`src/rtl/clocked_video_rx.sv`:
```
// Clocked-video receiver: syncs a pixel stream with h/v sync into a
// packetised FWFT stream, measuring frame geometry and lock status.
module clocked_video_rx #(
   parameter int FIFO_DEPTH = 16,
   parameter int DATA_W     = 24
) (
   input  logic              clk_clk,
   input  logic              reset_reset_n,
   input  logic [DATA_W-1:0] vid_data,
   input  logic              vid_datavalid,
   input  logic              vid_h_sync,
   input  logic              vid_v_sync,
   output logic [DATA_W-1:0] dout_data,
   output logic              dout_valid,
   input  logic              dout_ready,
   output logic              dout_startofpacket,
   output logic              dout_endofpacket,
   output logic              overflow,
   input  logic              overflow_clr,
   output logic [11:0]       line_width,
   output logic [11:0]       frame_height,
   output logic              locked
);

   localparam int AW = $clog2(FIFO_DEPTH);
   localparam int EW = DATA_W + 2;
   localparam logic [AW:0]   DEPTH_C = (AW+1)'(FIFO_DEPTH);
   localparam logic [AW:0]   CONE    = 1;
   localparam logic [AW-1:0] PONE    = 1;
   localparam logic [11:0]   SAT     = 12'hFFF;

   typedef enum logic [1:0] {SEEK, ARMED, ACTIVE, DROP} state_t;

   function automatic logic [11:0] sat_inc(input logic [11:0] v);
      return (v == SAT) ? v : v + 12'd1;
   endfunction

   logic [DATA_W-1:0] data_r;
   logic              dv_r, hs_r, vs_r, hs_q, vs_q;
   logic              hs_rise, vs_rise;

   always_ff @(posedge clk_clk or negedge reset_reset_n) begin
      if (!reset_reset_n) begin
         data_r <= '0;
         dv_r   <= 1'b0;
         hs_r   <= 1'b0;
         vs_r   <= 1'b0;
         hs_q   <= 1'b0;
         vs_q   <= 1'b0;
      end else begin
         data_r <= vid_data;
         dv_r   <= vid_datavalid;
         hs_r   <= vid_h_sync;
         vs_r   <= vid_v_sync;
         hs_q   <= hs_r;
         vs_q   <= vs_r;
      end
   end

   assign hs_rise = hs_r & ~hs_q;
   assign vs_rise = vs_r & ~vs_q;

   // FIFO entry layout: {sop, eop, data}
   logic [EW-1:0]     mem [FIFO_DEPTH];
   logic [EW-1:0]     rd_e;
   logic [AW-1:0]     wr_ptr, rd_ptr;
   logic [AW:0]       count;
   logic              full, pop, push_ok;
   logic              push_req, push_eop;
   logic [DATA_W-1:0] hold_data;
   logic              hold_sop, hold_valid;

   assign full    = (count == DEPTH_C);
   assign push_ok = push_req & ~full;
   assign pop     = dout_valid & dout_ready;
   assign rd_e    = mem[rd_ptr];

   assign dout_valid         = (count != '0);
   assign dout_data          = dout_valid ? rd_e[DATA_W-1:0] : '0;
   assign dout_endofpacket   = dout_valid & rd_e[DATA_W];
   assign dout_startofpacket = dout_valid & rd_e[DATA_W+1];

   always_ff @(posedge clk_clk) begin
      if (push_ok) mem[wr_ptr] <= {hold_sop, push_eop, hold_data};
   end

   always_ff @(posedge clk_clk or negedge reset_reset_n) begin
      if (!reset_reset_n) begin
         wr_ptr <= '0;
         rd_ptr <= '0;
         count  <= '0;
      end else begin
         if (push_ok) wr_ptr <= wr_ptr + PONE;
         if (pop)     rd_ptr <= rd_ptr + PONE;
         unique case ({push_ok, pop})
            2'b10:   count <= count + CONE;
            2'b01:   count <= count - CONE;
            default: count <= count;
         endcase
      end
   end

   state_t state, state_nx;
   logic   load, load_sop, hold_clr, geo_latch, ov_set;

   always_ff @(posedge clk_clk or negedge reset_reset_n) begin
      if (!reset_reset_n) state <= SEEK;
      else                state <= state_nx;
   end

   always_comb begin
      state_nx = state;
      unique case (state)
         SEEK:   if (vs_rise) state_nx = ARMED;
         ARMED:  if (dv_r) state_nx = ACTIVE;
         ACTIVE: begin
            if (ov_set)       state_nx = DROP;
            else if (vs_rise) state_nx = ARMED;
         end
         DROP:   if (vs_rise && (!hold_valid || !full)) state_nx = ARMED;
         default: state_nx = SEEK;
      endcase
   end

   always_comb begin
      push_req  = 1'b0;
      push_eop  = 1'b0;
      load      = 1'b0;
      load_sop  = 1'b0;
      hold_clr  = 1'b0;
      geo_latch = 1'b0;
      unique case (state)
         ARMED: if (dv_r) begin
            load     = 1'b1;
            load_sop = 1'b1;
         end
         ACTIVE: begin
            if (vs_rise) begin
               push_req  = 1'b1;
               push_eop  = 1'b1;
               hold_clr  = ~full;
               geo_latch = ~full;
            end else if (dv_r) begin
               push_req = 1'b1;
               load     = ~full;
            end
         end
         DROP: if (hold_valid) begin
            push_req = 1'b1;
            push_eop = 1'b1;
            hold_clr = ~full;
         end
         default: ;
      endcase
   end

   assign ov_set = push_req & full;

   always_ff @(posedge clk_clk or negedge reset_reset_n) begin
      if (!reset_reset_n) begin
         hold_data  <= '0;
         hold_sop   <= 1'b0;
         hold_valid <= 1'b0;
      end else if (load) begin
         hold_data  <= data_r;
         hold_sop   <= load_sop;
         hold_valid <= 1'b1;
      end else if (hold_clr) begin
         hold_valid <= 1'b0;
      end
   end

   logic [11:0] pix_cnt, line_cnt, cur_width, frame_w, frame_h;

   always_ff @(posedge clk_clk or negedge reset_reset_n) begin
      if (!reset_reset_n) begin
         pix_cnt   <= '0;
         line_cnt  <= '0;
         cur_width <= '0;
      end else if (vs_rise) begin
         pix_cnt   <= '0;
         line_cnt  <= '0;
         cur_width <= '0;
      end else if (hs_rise) begin
         pix_cnt <= dv_r ? 12'd1 : 12'd0;
         if (pix_cnt != '0) begin
            cur_width <= pix_cnt;
            line_cnt  <= sat_inc(line_cnt);
         end
      end else if (dv_r) begin
         pix_cnt <= sat_inc(pix_cnt);
      end
   end

   // A line still open at v_sync counts as the frame's last line
   assign frame_w = (pix_cnt != '0) ? pix_cnt : cur_width;
   assign frame_h = (pix_cnt != '0) ? sat_inc(line_cnt) : line_cnt;

   always_ff @(posedge clk_clk or negedge reset_reset_n) begin
      if (!reset_reset_n) begin
         line_width   <= '0;
         frame_height <= '0;
         locked       <= 1'b0;
         overflow     <= 1'b0;
      end else begin
         if (geo_latch) begin
            line_width   <= frame_w;
            frame_height <= frame_h;
            locked       <= (frame_w != '0) && (frame_h != '0) &&
                            (frame_w == line_width) &&
                            (frame_h == frame_height);
         end else if (ov_set) begin
            locked <= 1'b0;
         end
         if (ov_set)            overflow <= 1'b1;
         else if (overflow_clr) overflow <= 1'b0;
      end
   end

endmodule
```
`config.mk`:
```
export PLATFORM = sky130hd
export DESIGN_NAME = clocked_video_rx
export DESIGN_NICKNAME = d
export VERILOG_FILES = /design/src/rtl/clocked_video_rx.sv
export SDC_FILE = /design/constraint.sdc
export NUM_CORES = 1
export LEC_CHECK = 0
export BUFFER_PORTS_ARGS = -buffer_cell sky130_fd_sc_hd__buf_2
export CORE_ASPECT_RATIO = 1.5
export CORE_UTILIZATION = 33
export CTS_CLUSTER_DIAMETER = 60
export DETAILED_ROUTE_END_ITERATION = 10
export GPL_TIMING_DRIVEN = 0
export MAX_ROUTING_LAYER = met4
export SLEW_MARGIN = 40
export SYNTH_ARGS = -nofsm -noshare
export SYNTH_HDL_FRONTEND = slang
export SYNTH_SLANG_ARGS = --single-unit
```
`constraint.sdc`:
```
create_clock -name clk_clk -period 5.4 [get_ports clk_clk]
set_input_delay 1.08 -clock clk_clk [delete_from_list [all_inputs] [get_ports clk_clk]]
set_output_delay 1.08 -clock clk_clk [all_outputs]
set_load 0.01 [all_outputs]
```
=== Word level (Yosys, flattened, before mapping) ===
Memory sizes are Yosys's and may differ from the RTL's.
Index checks and enable logic that the tools add are counted.

* Flip-flop bits (word level): 132
* RAM bits: 416
* Output and inout bits: 53
* Word-level logic and storage cells: 111
* Memories: 1

* $add $sub $neg: 6
* Eq/ne operators: 13
* Multiplexer cells: 41
* Bitwise logic cells: 10
* Reductions and logical operators: 20

{| class="wikitable"
|+ Memory list
! memory !! words !! width !! read ports !! clocked after Yosys merged registers in !! write ports !! line !! text
|-
| mem || 16 || 26 || 1 || 0 || 1 || 64 || <nowiki>logic [EW-1:0] mem [FIFO_DEPTH];</nowiki>
|}

{| class="wikitable"
|+ Operators with widths
! kind !! number
|-
| 2-to-1 mux 12 bit || 11
|-
| nonzero test 12 bit || 3
|-
| adder 12 x 1 -> 12 bit, second input constant || 2
|-
| == test 12 bit || 2
|-
| == test 12 bit, second input constant || 2
|-
| 2-to-1 mux 24 bit || 1
|-
| 2-to-1 mux 1 bit || 19
|-
| one-hot mux 5 bit (2 select lines) || 1
|-
| nonzero test 2 bit || 5
|-
| adder 4 x 1 -> 4 bit, second input constant || 2
|-
| 2-to-1 mux 2 bit || 4
|-
| one-hot mux 1 bit (2 select lines) || 4
|-
| one-hot mux 2 bit (4 select lines) || 1
|-
| AND 1 bit || 7
|-
| == test 2 bit, second input constant || 3
|-
| adder 5 x 1 -> 5 bit, second input constant || 1
|-
| == test 5 bit, second input constant || 1
|-
| nonzero test 5 bit || 1
|-
| subtractor 5 x 1 -> 5 bit, second input constant || 1
|-
| == test 2 x 1 -> 1 bit, second input constant || 2
|-
| logical AND 1 bit || 4
|-
| inequality test 2 bit, second input constant || 2
|-
| AND reduction 2 bit || 2
|-
| inequality test 3 bit, second input constant || 1
|-
| 5 further kinds || 8
|}

=== Depth between registers and ports, before layout ===
* Depth in word-level cells: 8
* Depth in mapped cells: 13
* Gate-level depth less buffers: 12

=== Worst setup path after synthesis ===
Ideal clock, no wire load.

* Path type: reg2reg
* From: register vs_r
* To: memory mem[0][0] (netlist bit), enable pin
* Setup time: 0.475 ns
* Arrival: 3.980 ns
* Path slack: 0.946 ns
* Stages on the path, launching flop included: 7
* Buffers on the path: 1
* Cell sequence: dfrtp_1 -> nor2b_1 -> clkbuf_1 -> a22oi_1 -> a21oi_1 -> inv_1 -> nor4_1

* Longest elaborated chain between the ends: 6

{| class="wikitable"
|+ Ends and longest elaborated chain
! what !! line !! text
|-
| start: declaration || 39 || <nowiki>logic dv_r, hs_r, vs_r, hs_q, vs_q;</nowiki>
|-
| start signal: assignment || 54 || <nowiki>vs_r <= vid_v_sync;</nowiki>
|-
| AND 1 bit || 61 || <nowiki>assign vs_rise = vs_r & ~vs_q;</nowiki>
|-
| 2-to-1 mux 1 bit || 138 || <nowiki>if (vs_rise) begin</nowiki>
|-
| one-hot mux 1 bit (2 select lines) || 132 || <nowiki>unique case (state)</nowiki>
|-
| AND 1 bit || 74 || <nowiki>assign push_ok = push_req & ~full;</nowiki>
|-
| 2-to-1 mux 1 bit || 84 || <nowiki>if (push_ok) mem[wr_ptr] <= {hold_sop, push_eop, hold_data};</nowiki>
|-
| 2-to-1 mux 1 bit (implied by the code) || 84 ||
|-
| end: declaration || 64 ||
|}

Every way passes these cells.

=== Worst setup path in the final report ===
* From: register rd_ptr[1]
* To: output port dout_data[21]

* Longest elaborated chain between the ends: 2

{| class="wikitable"
|+ Ends and longest elaborated chain
! what !! line !! text
|-
| start: declaration || 66 || <nowiki>logic [AW-1:0] wr_ptr, rd_ptr;</nowiki>
|-
| start signal: assignment || 94 || <nowiki>if (pop) rd_ptr <= rd_ptr + PONE;</nowiki>
|-
| memory read (16 x 26 bit) || -- ||
|-
| 2-to-1 mux 24 bit || 79 || <nowiki>assign dout_data = dout_valid ? rd_e[DATA_W-1:0] : '0;</nowiki>
|-
| end: declaration || 13 || <nowiki>output logic [DATA_W-1:0] dout_data,</nowiki>
|}

Every way passes these cells.

==> results by group <==
Outcome
  • Outcome: finished clean

Yosys
  • Post-synthesis sequential area ratio: 0.7138
  • Top cell type's share of synthesized area: 0.5645
  • EDFF count, synth: 416
  • Synth Register Bits: 548
  • Synth unique cells: 60
  • Post-synth top cells: 416 x edfxtp_1, 132 x dfrtp_1, 130 x mux4_2
  • Cells after Synth: approximately 1200
  • Post-Syn Area per Cell: about 18 um2
  • Synth top area cells: edfxtp_1 56%, dfrtp_1 15%, mux4_2 13%
  • Dominant synthesized flop cell: edfxtp_1
  • Area leader, netlist: edfxtp_1
  • Most frequent cell after synthesis: edfxtp_1
  • Mapped cell area: 22130 um2
  • Synth warn: 0
  • Share of flip-flops with an asynchronous set or reset: 0.2409
  • Post-synthesis net count: between 1000 and 1500

Pwr
  • Internal Power: between 9 and 10 mW
  • Pwr Density: 512.8 nW/um2
  • Max rail drop VDD: about 0.34 mV
  • Net Sw Frac: 0.3025
  • Register share of total power: 0.439
  • Clock Power Share: 0.293
  • Sw power: 4.058 mW
  • Leakage power: 9.154 nW
  • Total Power: 13.42 mW
  • Combinational share of power: 0.268

Global route
  • Gr usage total: 0.1631
  • GRT overflow: 0
  • Initial antenna violation count: 3
  • First-pass GRT wire length: slightly below 80000 um
  • Vias in the first global route: roughly 13000
  • Largest net degree at the start of global routing: 62

Drt
  • DR pass1 iterations: 6
  • Starting DRT DRC Count: 1087
  • Total number of vias: 11994
  • WL/cell: approximately 22 um
  • DRC viols: 0
  • Routed WL: 52170 um
  • Antenna-violating nets left: 0
  • Drt via density: 5.052

Setup path
  • Reg2Reg Setup Slack: 1.54 ns
  • CP max FO: 10
  • Buf/Inv on CP: 4
  • Critical Path, Cell by Cell: clkbuf_1, clkbuf_1, clkbuf_1, mux4_2, mux4_2, and2_1, buf_2
  • Slowest library cell on the worst path: clkbuf_1
  • Startpoint Class: flop
  • Reg2reg end: locked$_DFFE_PN0P_
  • CP max stage delay: 0.68 ns
  • Arr. time, crit path: 3.83 ns
  • Crit. End Element: output port
  • Top delay family on crit path: buffers and inverters
  • Reg2reg path depth: 11
  • WS Path Type: flop to output port
  • CP required: 4.32 ns
  • FF-to-FF Start: pix_cnt[0]$_DFFE_PN0P_
  • Most frequent cell on the critical path: clkbuf_1

CTS
  • H-tree depth: 2
  • CTS tree: built
  • Post-cts hold buffer count: 0
  • Clk sink count: 548
  • CTS Root Cell: clkbuf_16
  • Worst-Skew Late Latency: 0.63 ns
  • Clock-pin slew on the worst setup and hold paths: 0.06 ns
  • CTS buffer count: 55
  • Longest Clk Path Bufs: 3
  • CTS resizes: 0
  • Post-CTS Setup Bufs: 0

Timing
  • Final setup violation count: 0
  • Final Hold Viols: 0
  • Final min period: 4.912 ns
  • Final worst slack: 0.4882 ns
  • RSZ-0062 raised after global routing: no
  • Max-slew violations: 0
  • Worst slew margin: 0.4371
  • Setup Total Neg Slack: 0 ns
  • Worst-Margin Slew: 0.8444 ns
  • Clock Skews: between 0.03 and 0.04 ns
  • Tcrit/Tclk final: 0.9096
  • Max Freq: 0.2036 GHz

Place
  • Pre-CTS setup slack: 1.062 ns
  • Routability congestion estimate: 0.9072
  • Placed inst area: approximately 24000 um2
  • # port buffers: 83
  • Cell total after placement: 2266
  • Detail Placement HPWL: 36350 um

Floorplan
  • CORE AREA: 65900 um2
  • Die X: 213.4 um
  • Num rows: roughly 120
  • Die Ht: around 320 um
  • Top Ports: 84
  • Initial Util: 0.3358
  • DIE AREA: 68110 um2

Job
  • Max_cap viols: 0

Layout
  • Finished Layout Cells: roughly 2400
  • P&R area growth vs syn: 18.23%
  • Fin area: between 20000 and 30000 um2
  • Fraction of layout cells with a size suffix above 1: 0.2952
  • Final net count: 1495

Hold path
  • Hold crit path type: primary input to asynchronous set/reset pin
==> cell usage in the layout, fill, tap and decap left out, types with 6 or more instances in the layout <==
| cell | Yosys | layout |
|---|---|---|
| clkbuf_16 | 0 | 56 |
| a31oi_1 | 6 | 6 |
| bufinv_16 | 0 | 6 |
| mux2i_1 | 6 | 6 |
| xor2_1 | 17 | 17 |
| ha_1 | 16 | 16 |
| xnor2_1 | 27 | 27 |
| and2_1 | 34 | 30 |
| clkinv_1 | 0 | 7 |
| buf_4 | 0 | 7 |
| a22oi_1 | 12 | 12 |
| a21oi_1 | 28 | 28 |
| nor4_1 | 10 | 6 |
| o21ai_0 | 37 | 37 |
| nand4_1 | 16 | 16 |
| dfrtp_1 | 132 | 132 |
| nor3_1 | 13 | 9 |
| buf_8 | 0 | 9 |
| nand2_1 | 57 | 57 |
| nand2b_1 | 10 | 9 |
| and3_1 | 6 | 6 |
| clkbuf_1 | 46 | 52 |
| clkinv_2 | 0 | 7 |
| nand3_1 | 22 | 22 |
| inv_1 | 31 | 31 |
| nor2_1 | 55 | 51 |
| edfxtp_1 | 416 | 416 |
| a211oi_1 | 6 | 6 |
| mux4_2 | 130 | 130 |
| buf_2 | 5 | 147 |
| mux2_2 | 26 | 26 |
| clkbuf_2 | 0 | 7 |
==> registers in the layout, summed over array words and instances, names as in the netlist, 2 cells and up <==
name          cells
mem             416
data_r           24
hold_data        24
cur_width        12
frame_height     12
line_cnt         12
line_width       12
pix_cnt          12
count             5
rd_ptr            4
wr_ptr            4
state             2
==> layout make-up <==
class                   count  area, um2
plain buffers              67      296.5
inverters                  31      116.4
multi-input cells         593       6036
repair buffers            151      927.1
fillers                  6111      39740
well taps                 877       1097
flip-flops and latches    548      15800
clock buffers              72       1491
diodes                      3      7.507
clock inverters            32      394.1
==> power groups by stage <==
stage	combinational [mW]	clock [mW]	sequential (mW)
after global placement	3.53	0	5.94
after detailed placement	3.67	0	5.98
after global routing	3.91	4.17	5.97
after floorplan	2.44	0	5.79
after CTS	3.68	4.02	5.89
final	3.60	3.93	5.89
==> worst max path at each step <==
stage,start,to,slack [ns],depth (start not counted)
floorplan,vs_r$_DFF_PN0_,mem[0][0]$_DFFE_PP_,0.95,6
finish,rd_ptr[1]$_DFFE_PN0P_,dout_data[21],0.49,7
global route,rd_ptr[1]$_DFFE_PN0P_,dout_startofpacket,0.31,7
detailed placement,rd_ptr[1]$_DFFE_PN0P_,dout_data[5],1.06,7
CTS,rd_ptr[1]$_DFFE_PN0P_,dout_data[5],0.38,7
global placement,vs_r$_DFF_PN0_,mem[3][8]$_DFFE_PP_,-2.98,6
==> metrics by stage <==
stage,utilization,hold slack [ns]
after detailed placement,0.3679,0.4012
after floorplan,-,0.3677
after global placement,0.3587,0.3788
after CTS,0.3965,0.2571
final,0.3970,0.2890
after global routing,0.3970,0.2688
==> worst register-to-register path, cell delays in order (launching register included) <==
cell	delay (ns)
dfrtp_1	0.49
inv_1	0.14
ha_1	0.26
nor4b_4	0.16
and3_1	0.17
buf_6	0.15
nor4b_1	0.52
mux2i_1	0.51
o221ai_1	0.16
or4_1	0.50
or4_1	0.56
o21ai_1	0.15
==> cells by family after synthesis <==
logic type      share of synthesized area
compound gates                    0.03455
xor+xnor                          0.01742
fa+ha+maj                        0.009952
buf+inv                           0.01759
flops                              0.7138
mux                                0.1483
simple gates                      0.05841
==> routing by layer <==
metal  vias to the layer above  wire length, um  global-route usage
met1                      6281            20200              0.1869
li1                       5307                -                   -
met3                        82             2559             0.03043
met4                         0             1589             0.05619
met2                       324            27820              0.2830
met5                         -                0                   -
No activity file was read; power rests on OpenSTA's default activity.
